--- config.mk ---
export PLATFORM = sky130hd
export DESIGN_NAME = ads7950_scan_sequencer
export DESIGN_NICKNAME = d
export VERILOG_FILES = /design/src/rtl/ads7950_pkg.sv /design/src/rtl/ads7950_scan_sequencer_mask_next_channel.sv /design/src/rtl/ads7950_scan_sequencer.sv
export SDC_FILE = /design/constraint.sdc
export NUM_CORES = 1
export LEC_CHECK = 0
export CORE_AREA = 3 3 97 168
export DETAILED_ROUTE_END_ITERATION = 10
export DIE_AREA = 0 0 100 171
export GPL_TIMING_DRIVEN = 0
export PLACE_DENSITY_LB_ADDON = 0.1
export SETUP_SLACK_MARGIN = 0.4
export SYNTH_ARGS = -nofsm -noshare
export SYNTH_HDL_FRONTEND = slang
export SYNTH_SLANG_ARGS = --single-unit
--- constraint.sdc ---
create_clock -name clk -period 5.5 [get_ports clk]
set_input_delay 0.55 -clock clk [delete_from_list [all_inputs] [get_ports clk]]
set_output_delay 0.55 -clock clk [all_outputs]
set_load 0.1 [all_outputs]
--- src/rtl/ads7950_pkg.sv ---
// Shared types and field layout for the ADS7950 scan sequencer: FSM states,
// manual-mode command fields and the tagged FIFO sample word.
package ads7950_pkg;

  typedef enum logic [1:0] {
    ST_IDLE,
    ST_ISSUE,
    ST_WAIT_ACK,
    ST_PUSH
  } state_e;

  localparam logic [3:0]  MODE_MANUAL   = 4'b0001;
  localparam logic        PROG_BIT      = 1'b1;
  localparam int unsigned CMD_MODE_LSB  = 12;
  localparam int unsigned CMD_PROG_BIT  = 11;
  localparam int unsigned CMD_CH_LSB    = 7;
  localparam int unsigned CMD_RANGE_BIT = 6;

  localparam int unsigned FW_SCAN_LSB   = 24;
  localparam int unsigned FW_TAG_LSB    = 16;
  localparam int unsigned FW_DATA_LSB   = 0;

  function automatic logic [15:0] make_cmd(input logic [3:0] ch, input logic rng);
    logic [15:0] w;
    w = '0;
    w[CMD_MODE_LSB +: 4] = MODE_MANUAL;
    w[CMD_PROG_BIT]      = PROG_BIT;
    w[CMD_CH_LSB +: 4]   = ch;
    w[CMD_RANGE_BIT]     = rng;
    return w;
  endfunction

  function automatic logic [31:0] make_word(input logic [7:0] scan, input logic [15:0] rx);
    logic [31:0] w;
    w = '0;
    w[FW_SCAN_LSB +: 8]  = scan;
    w[FW_TAG_LSB +: 4]   = rx[15:12];
    w[FW_DATA_LSB +: 12] = rx[11:0];
    return w;
  endfunction

endpackage

--- src/rtl/ads7950_scan_sequencer_mask_next_channel.sv ---
// Finds the lowest set mask bit at or above 'from'; 'last' flags that no
// set bit lies above the channel found.
module mask_next_channel (
  input  logic [15:0] mask,
  input  logic [4:0]  from,
  output logic        found,
  output logic [3:0]  ch,
  output logic        last
);

  always_comb begin
    found = 1'b0;
    ch    = '0;
    // Scanning downward lets the lowest qualifying bit win.
    for (int unsigned i = 0; i < 16; i++) begin
      if (mask[15 - i] && (5'(15 - i) >= from)) begin
        found = 1'b1;
        ch    = 4'(15 - i);
      end
    end
    last = (((mask >> ch) >> 1) == 16'h0000);
  end

endmodule

--- src/rtl/ads7950_scan_sequencer.sv ---
// Periodic ADS7950 scan scheduler: issues one manual-mode frame per enabled
// channel plus two pipeline-flush frames and pushes realigned tagged samples.
module ads7950_scan_sequencer
  import ads7950_pkg::*;
#(
  parameter int unsigned CNT_W  = 32,
  parameter int unsigned SCAN_W = 8
) (
  input  logic              clk,
  input  logic              rst,
  input  logic              enable,
  input  logic [15:0]       chan_mask,
  input  logic [CNT_W-1:0]  period,
  input  logic              range_2x,
  input  logic              clr_status,
  output logic              xfer_req,
  output logic [15:0]       xfer_tx,
  input  logic              xfer_ack,
  input  logic [15:0]       xfer_rx,
  output logic              fifo_wr,
  output logic [31:0]       fifo_din,
  input  logic              fifo_full,
  output logic              busy,
  output logic [SCAN_W-1:0] scan_count,
  output logic              overflow,
  output logic              overrun,
  output logic              tag_err
);

  state_e              state_q, state_d;
  logic [CNT_W-1:0]    timer_q, timer_d, limit;
  logic                tick;
  logic [15:0]         mask_q, mask_d;
  logic                range_q, range_d;
  logic [4:0]          k_q, k_d;
  logic [1:0]          dcnt_q, dcnt_d;
  logic [3:0]          tx_ch_q, tx_ch_d;
  logic                cur_last_q, cur_last_d;
  logic [3:0]          prev1_q, prev1_d, prev2_q, prev2_d;
  logic [15:0]         rx_q, rx_d;
  logic [SCAN_W-1:0]   scan_q, scan_d;
  logic                overflow_q, overflow_d;
  logic                overrun_q, overrun_d;
  logic                tag_err_q, tag_err_d;
  logic                advance, ovf_set, tag_set;

  logic                first_found, first_last;
  logic [3:0]          first_ch;
  logic                nxt_found, nxt_last;
  logic [3:0]          nxt_ch;

  mask_next_channel u_first (
    .mask  (chan_mask),
    .from  (5'd0),
    .found (first_found),
    .ch    (first_ch),
    .last  (first_last)
  );

  mask_next_channel u_step (
    .mask  (mask_q),
    .from  ({1'b0, tx_ch_q} + 5'd1),
    .found (nxt_found),
    .ch    (nxt_ch),
    .last  (nxt_last)
  );

  always_comb begin
    limit = (period == '0) ? '0 : period - CNT_W'(1);
    tick  = enable && (timer_q == limit);
    if (!enable || tick) timer_d = '0;
    else                 timer_d = timer_q + CNT_W'(1);
  end

  always_comb begin
    state_d    = state_q;
    mask_d     = mask_q;
    range_d    = range_q;
    k_d        = k_q;
    dcnt_d     = dcnt_q;
    tx_ch_d    = tx_ch_q;
    cur_last_d = cur_last_q;
    prev1_d    = prev1_q;
    prev2_d    = prev2_q;
    rx_d       = rx_q;
    scan_d     = scan_q;
    advance    = 1'b0;
    ovf_set    = 1'b0;
    tag_set    = 1'b0;

    case (state_q)
      ST_IDLE: begin
        if (tick && first_found) begin
          mask_d     = chan_mask;
          range_d    = range_2x;
          k_d        = '0;
          dcnt_d     = '0;
          tx_ch_d    = first_ch;
          cur_last_d = first_last;
          state_d    = ST_ISSUE;
        end
      end
      ST_ISSUE: state_d = ST_WAIT_ACK;
      ST_WAIT_ACK: begin
        if (xfer_ack) begin
          rx_d = xfer_rx;
          if (k_q < 5'd2) begin
            advance = 1'b1;
            state_d = ST_ISSUE;
          end else begin
            state_d = ST_PUSH;
          end
        end
      end
      ST_PUSH: begin
        tag_set = (rx_q[15:12] != prev2_q);
        ovf_set = fifo_full;
        if (dcnt_q == 2'd2) begin
          scan_d  = scan_q + SCAN_W'(1);
          state_d = ST_IDLE;
        end else begin
          advance = 1'b1;
          state_d = ST_ISSUE;
        end
      end
      default: state_d = ST_IDLE;
    endcase

    // dcnt counts flush frames repeating the last real channel; the second one ends the scan.
    if (advance) begin
      k_d     = k_q + 5'd1;
      prev2_d = prev1_q;
      prev1_d = tx_ch_q;
      if (cur_last_q || (dcnt_q != 2'd0) || !nxt_found) begin
        dcnt_d = dcnt_q + 2'd1;
      end else begin
        tx_ch_d    = nxt_ch;
        cur_last_d = nxt_last;
      end
    end

    overflow_d = clr_status ? 1'b0 : overflow_q;
    overrun_d  = clr_status ? 1'b0 : overrun_q;
    tag_err_d  = clr_status ? 1'b0 : tag_err_q;
    if (ovf_set) overflow_d = 1'b1;
    if (tick && (state_q != ST_IDLE)) overrun_d = 1'b1;
    if (tag_set) tag_err_d = 1'b1;
  end

  always_ff @(posedge clk or negedge rst) begin
    if (!rst) begin
      state_q    <= ST_IDLE;
      timer_q    <= '0;
      mask_q     <= '0;
      range_q    <= 1'b0;
      k_q        <= '0;
      dcnt_q     <= '0;
      tx_ch_q    <= '0;
      cur_last_q <= 1'b0;
      prev1_q    <= '0;
      prev2_q    <= '0;
      rx_q       <= '0;
      scan_q     <= '0;
      overflow_q <= 1'b0;
      overrun_q  <= 1'b0;
      tag_err_q  <= 1'b0;
    end else begin
      state_q    <= state_d;
      timer_q    <= timer_d;
      mask_q     <= mask_d;
      range_q    <= range_d;
      k_q        <= k_d;
      dcnt_q     <= dcnt_d;
      tx_ch_q    <= tx_ch_d;
      cur_last_q <= cur_last_d;
      prev1_q    <= prev1_d;
      prev2_q    <= prev2_d;
      rx_q       <= rx_d;
      scan_q     <= scan_d;
      overflow_q <= overflow_d;
      overrun_q  <= overrun_d;
      tag_err_q  <= tag_err_d;
    end
  end

  always_comb begin
    busy       = (state_q != ST_IDLE);
    xfer_req   = (state_q == ST_ISSUE) || (state_q == ST_WAIT_ACK);
    xfer_tx    = xfer_req ? make_cmd(tx_ch_q, range_q) : '0;
    fifo_wr    = (state_q == ST_PUSH) && !fifo_full;
    fifo_din   = (state_q == ST_PUSH) ? make_word(8'(scan_q), rx_q) : '0;
    scan_count = scan_q;
    overflow   = overflow_q;
    overrun    = overrun_q;
    tag_err    = tag_err_q;
  end

endmodule

==> results of run 1 <==
## cell families after synthesis
group                    after synthesis  synth area share (%)
XOR/XNOR                              72                  8.17
adder cells (fa/ha/maj)               15                  2.25
other                                  1                0.0456
AO/OA/AOI/OAI                        204                  17.5
flip-flops                            98                  29.8
multiplexers                          54                  7.18
AND/OR/NAND/NOR                      439                  29.2
buffers and inverters                 87                  5.90
## layout by cell type (no fill, tap or decap), types with 7 or more instances in the layout
cell | synthesis | layout
clkdlybuf4s50_1 | 0 | 108
dfrtp_1 | 98 | 98
nand2_1 | 92 | 92
nor2_1 | 90 | 90
nand3_1 | 44 | 44
mux2_2 | 40 | 40
xnor2_1 | 38 | 38
a21oi_1 | 37 | 37
o21ai_0 | 35 | 34
xor2_1 | 31 | 31
and2_1 | 30 | 30
nor3_1 | 31 | 30
buf_4 | 24 | 29
clkbuf_1 | 27 | 27
inv_1 | 23 | 23
conb_1 | 1 | 17
nor4_1 | 17 | 16
and3_1 | 16 | 16
or3_1 | 15 | 15
mux2i_1 | 14 | 14
ha_1 | 14 | 14
nand2b_1 | 13 | 13
or4_1 | 13 | 13
o211ai_1 | 10 | 10
o31ai_1 | 9 | 9
nand4_1 | 9 | 9
clkbuf_16 | 0 | 9
nor2b_1 | 8 | 8
a31oi_1 | 8 | 8
o21ai_1 | 7 | 8
buf_6 | 6 | 7
a21o_1 | 7 | 7
nor3b_1 | 7 | 7
## state kept, by name (all words and copies together) (netlist names)
name and flops:
timer_q 32, dcnt_q 2, scan_count 8, tag_err 1, prev2_q 4, rx_q 16, state_q 2, range_q 1
overflow 1, k_q 5, overrun 1, tx_ch_q 4, cur_last_q 1, prev1_q 4, mask_q 16
## worst paths after layout
check / from / to / slack (ns) / cells after the start
max: tx_ch_q[0] / cur_last_q / 0.66 / 16
min: rst / mask_q[10] / 0.21 / 1
max reg2reg: tx_ch_q[0] / cur_last_q / 0.66 / 16
min reg2reg: prev1_q[0] / prev2_q[0] / 0.47 / 2
max in group asynchronous: rst / timer_q[31] / 4.59 / 2
min in group clk: prev1_q[0] / prev2_q[0] / 0.47 / 2
## critical path, delay by kind of cell, from the launching register on
family,cells,cell delay (ns)
AOI/OAI and AO/OA,6,1.86
DFF,1,0.44
buffers and inverters,4,0.97
muxes,1,0.28
and+or+nand+nor,4,0.81
adders and majority gates,1,0.41
## layer usage
layer / wire length [microns] / GRT usage (%) / vias to the layer above
met5: 0 / 0 / -
met4: 1960 / 21.9 / 0
met3: 1010 / 3.30 / 114
met2: 14400 / 59.1 / 291
met1: 8360 / 28.2 / 3834
li1: - / - / 3812
## what timing repair did
| action | 4_1_cts | 5_1_grt |
|---|---|---|
| hold buffers | 0 | 0 |
| setup buffers | 2 | 3 |
| gates resized for setup | 3 | 6 |
| endpoints found under the setup margin | 55 | 52 |
| gates cloned | 0 | 0 |
| pin swaps | 1 | 3 |
## cell type report
class | instances | area [sq um] | share of cell area, %
Sequential cell | 98 | 2450 | 24.5
Multi-Input combinational cell | 801 | 5380 | 53.7
Tap cell | 183 | 229 | 2.29
Clock inverter | 6 | 56.3 | 0.563
Clock buffer | 10 | 239 | 2.39
Timing Repair Buffer | 116 | 1170 | 11.7
Buffer | 64 | 403 | 4.02
Inverter | 23 | 86.3 | 0.863
## power breakdown
| part | switching, mW | leakage (nW) | internal, mW | total (mW) |
|---|---|---|---|---|
| logic | 0.157 | 2.62 | 0.0955 | 0.252 |
| clock network | 0.300 | 0.143 | 0.329 | 0.629 |
| registers | 0.00308 | 1.35 | 0.722 | 0.725 |
## stage by stage
stage,hold WS [ns],instance area [sq um],instances
4_1_cts,0.232,9950,1298
5_1_grt,0.264,10000,1301
3_5_place_dp,0.464,9640,1280
2_1_floorplan,0.254,8280,986
3_3_place_gp,0.453,9610,1279
6_report,0.213,10000,1301
==> metrics, run 1 <==
Largest stage delay, worst path 0.53 ns; Max VDD drop 0.145 mV; Total Routing Usage GR 30.3%; clk slew on worst S/H paths 0.07 ns; Most used DFF post-synth dfrtp_1; Overflow after GRT 0; largest net degree at the start of global routing 56; critical-path cell list buf_6 > inv_1 > ha_1 > clkbuf_1 > nand2_1 > a21oi_1 > o31ai_1 > nand2_1 > o21ai_0 > o21a_1 > clkbuf_1 > mux2i_1 > nor3_1 > or4_1 > a221o_1 > o21ai_1; row cnt 59; placed wire-length estimate 20500 microns; TritonCTS clock tree yes; Synth cell types 99; H-tree levels 3; Area contributors post-synth dfrtp_1 (30%), mux2_2 (5.5%), nand2_1 (4.2%), nor2_1 (4.1%), xnor2_1 (4.0%); post-synthesis register bit count 98; Slew Limit Fails 0; startpoint types flip-flop; # diodes 0; die width 100 microns; critical path data required time 5.78 ns; Critical Path End Type flip-flop; fin crit share 88.0%; initial antenna violation count 0; pwr/cell area 161 nW/um^2; GP Congestion 0.968; min Tclk post-route 4.84 ns; I/O pins 133; Fin Clk Skew 0.00908 ns; Synth top cells by count dfrtp_1 (98), nand2_1 (92), nor2_1 (90), nand3_1 (44), mux2_2 (40); Die ar. 17100 sq um; # DRC 0; CP Class reg -> reg; Clk Latency, worst-skew pair 0.35 ns; syn avg cell area 8.48 sq um; run status completed; Post-synth EDFFs 0; core footprint 15000 sq um; via count 8051; Routed WL 25800 microns; WL/cell 19.8 microns; Static Leak 4.11 nW; synth warn 0; sequential share of the synthesized area 29.8%; layout cells sized above 1 12.4%; filler instances 1348; Root Buffer clkbuf_16; height of the die 171 microns; worst path arrival time 5.12 ns; Post-Place Worst Slack -0.301 ns; drt first pass iters 5; most common cell in the netlist dfrtp_1; FFs w/ async S/R, synth 100%; Max Cap Viol 0; Synth top area share 29.8%; number of global-route vias before repair 7999; Final Util 66.8%; first-pass GRT wire length 40700 microns; final worst setup slack 0.660 ns; Final setup viols 0; CP max FO 10; DRT iter0 DRCs 355; Pwr Total 1.61 mW; Bufs on Longest Clock Path 2; Port-buffer cells 110; FMAX 207 MHz; CTS sink cnt 98; Worst Hold Class in -> async; ANT nets after route 0; mapped cell area 8220 sq um; Worst slew margin 29.8%; TritonCTS Buffers 9; worst-margin pin slew 1.05 ns; Starting Density 54.9%; Final Hold Vio Count 0; layout net count 1198; Via density 6.19; Setup TNS Final 0 ns; crit path max-delay cell type or4_1; area leader, netlist dfrtp_1; RSZ-0062 raised after global routing no; Post-Syn Instances 970; synthesis-to-finish area growth 21.7%
Power figures use the tool's default switching activity.
==> inputs of run 2 (changes only) <==
--- a/config.mk
+++ b/config.mk
@@ -5,6 +5,7 @@
 export SDC_FILE = /design/constraint.sdc
 export NUM_CORES = 1
 export LEC_CHECK = 0
+export ABC_CLOCK_PERIOD_IN_PS = 5500
 export CORE_AREA = 3 3 97 168
 export DETAILED_ROUTE_END_ITERATION = 10
 export DIE_AREA = 0 0 100 171
==> results of run 2 <==
Same layout as run 1: the final DEF is identical, and so are final timing and power.
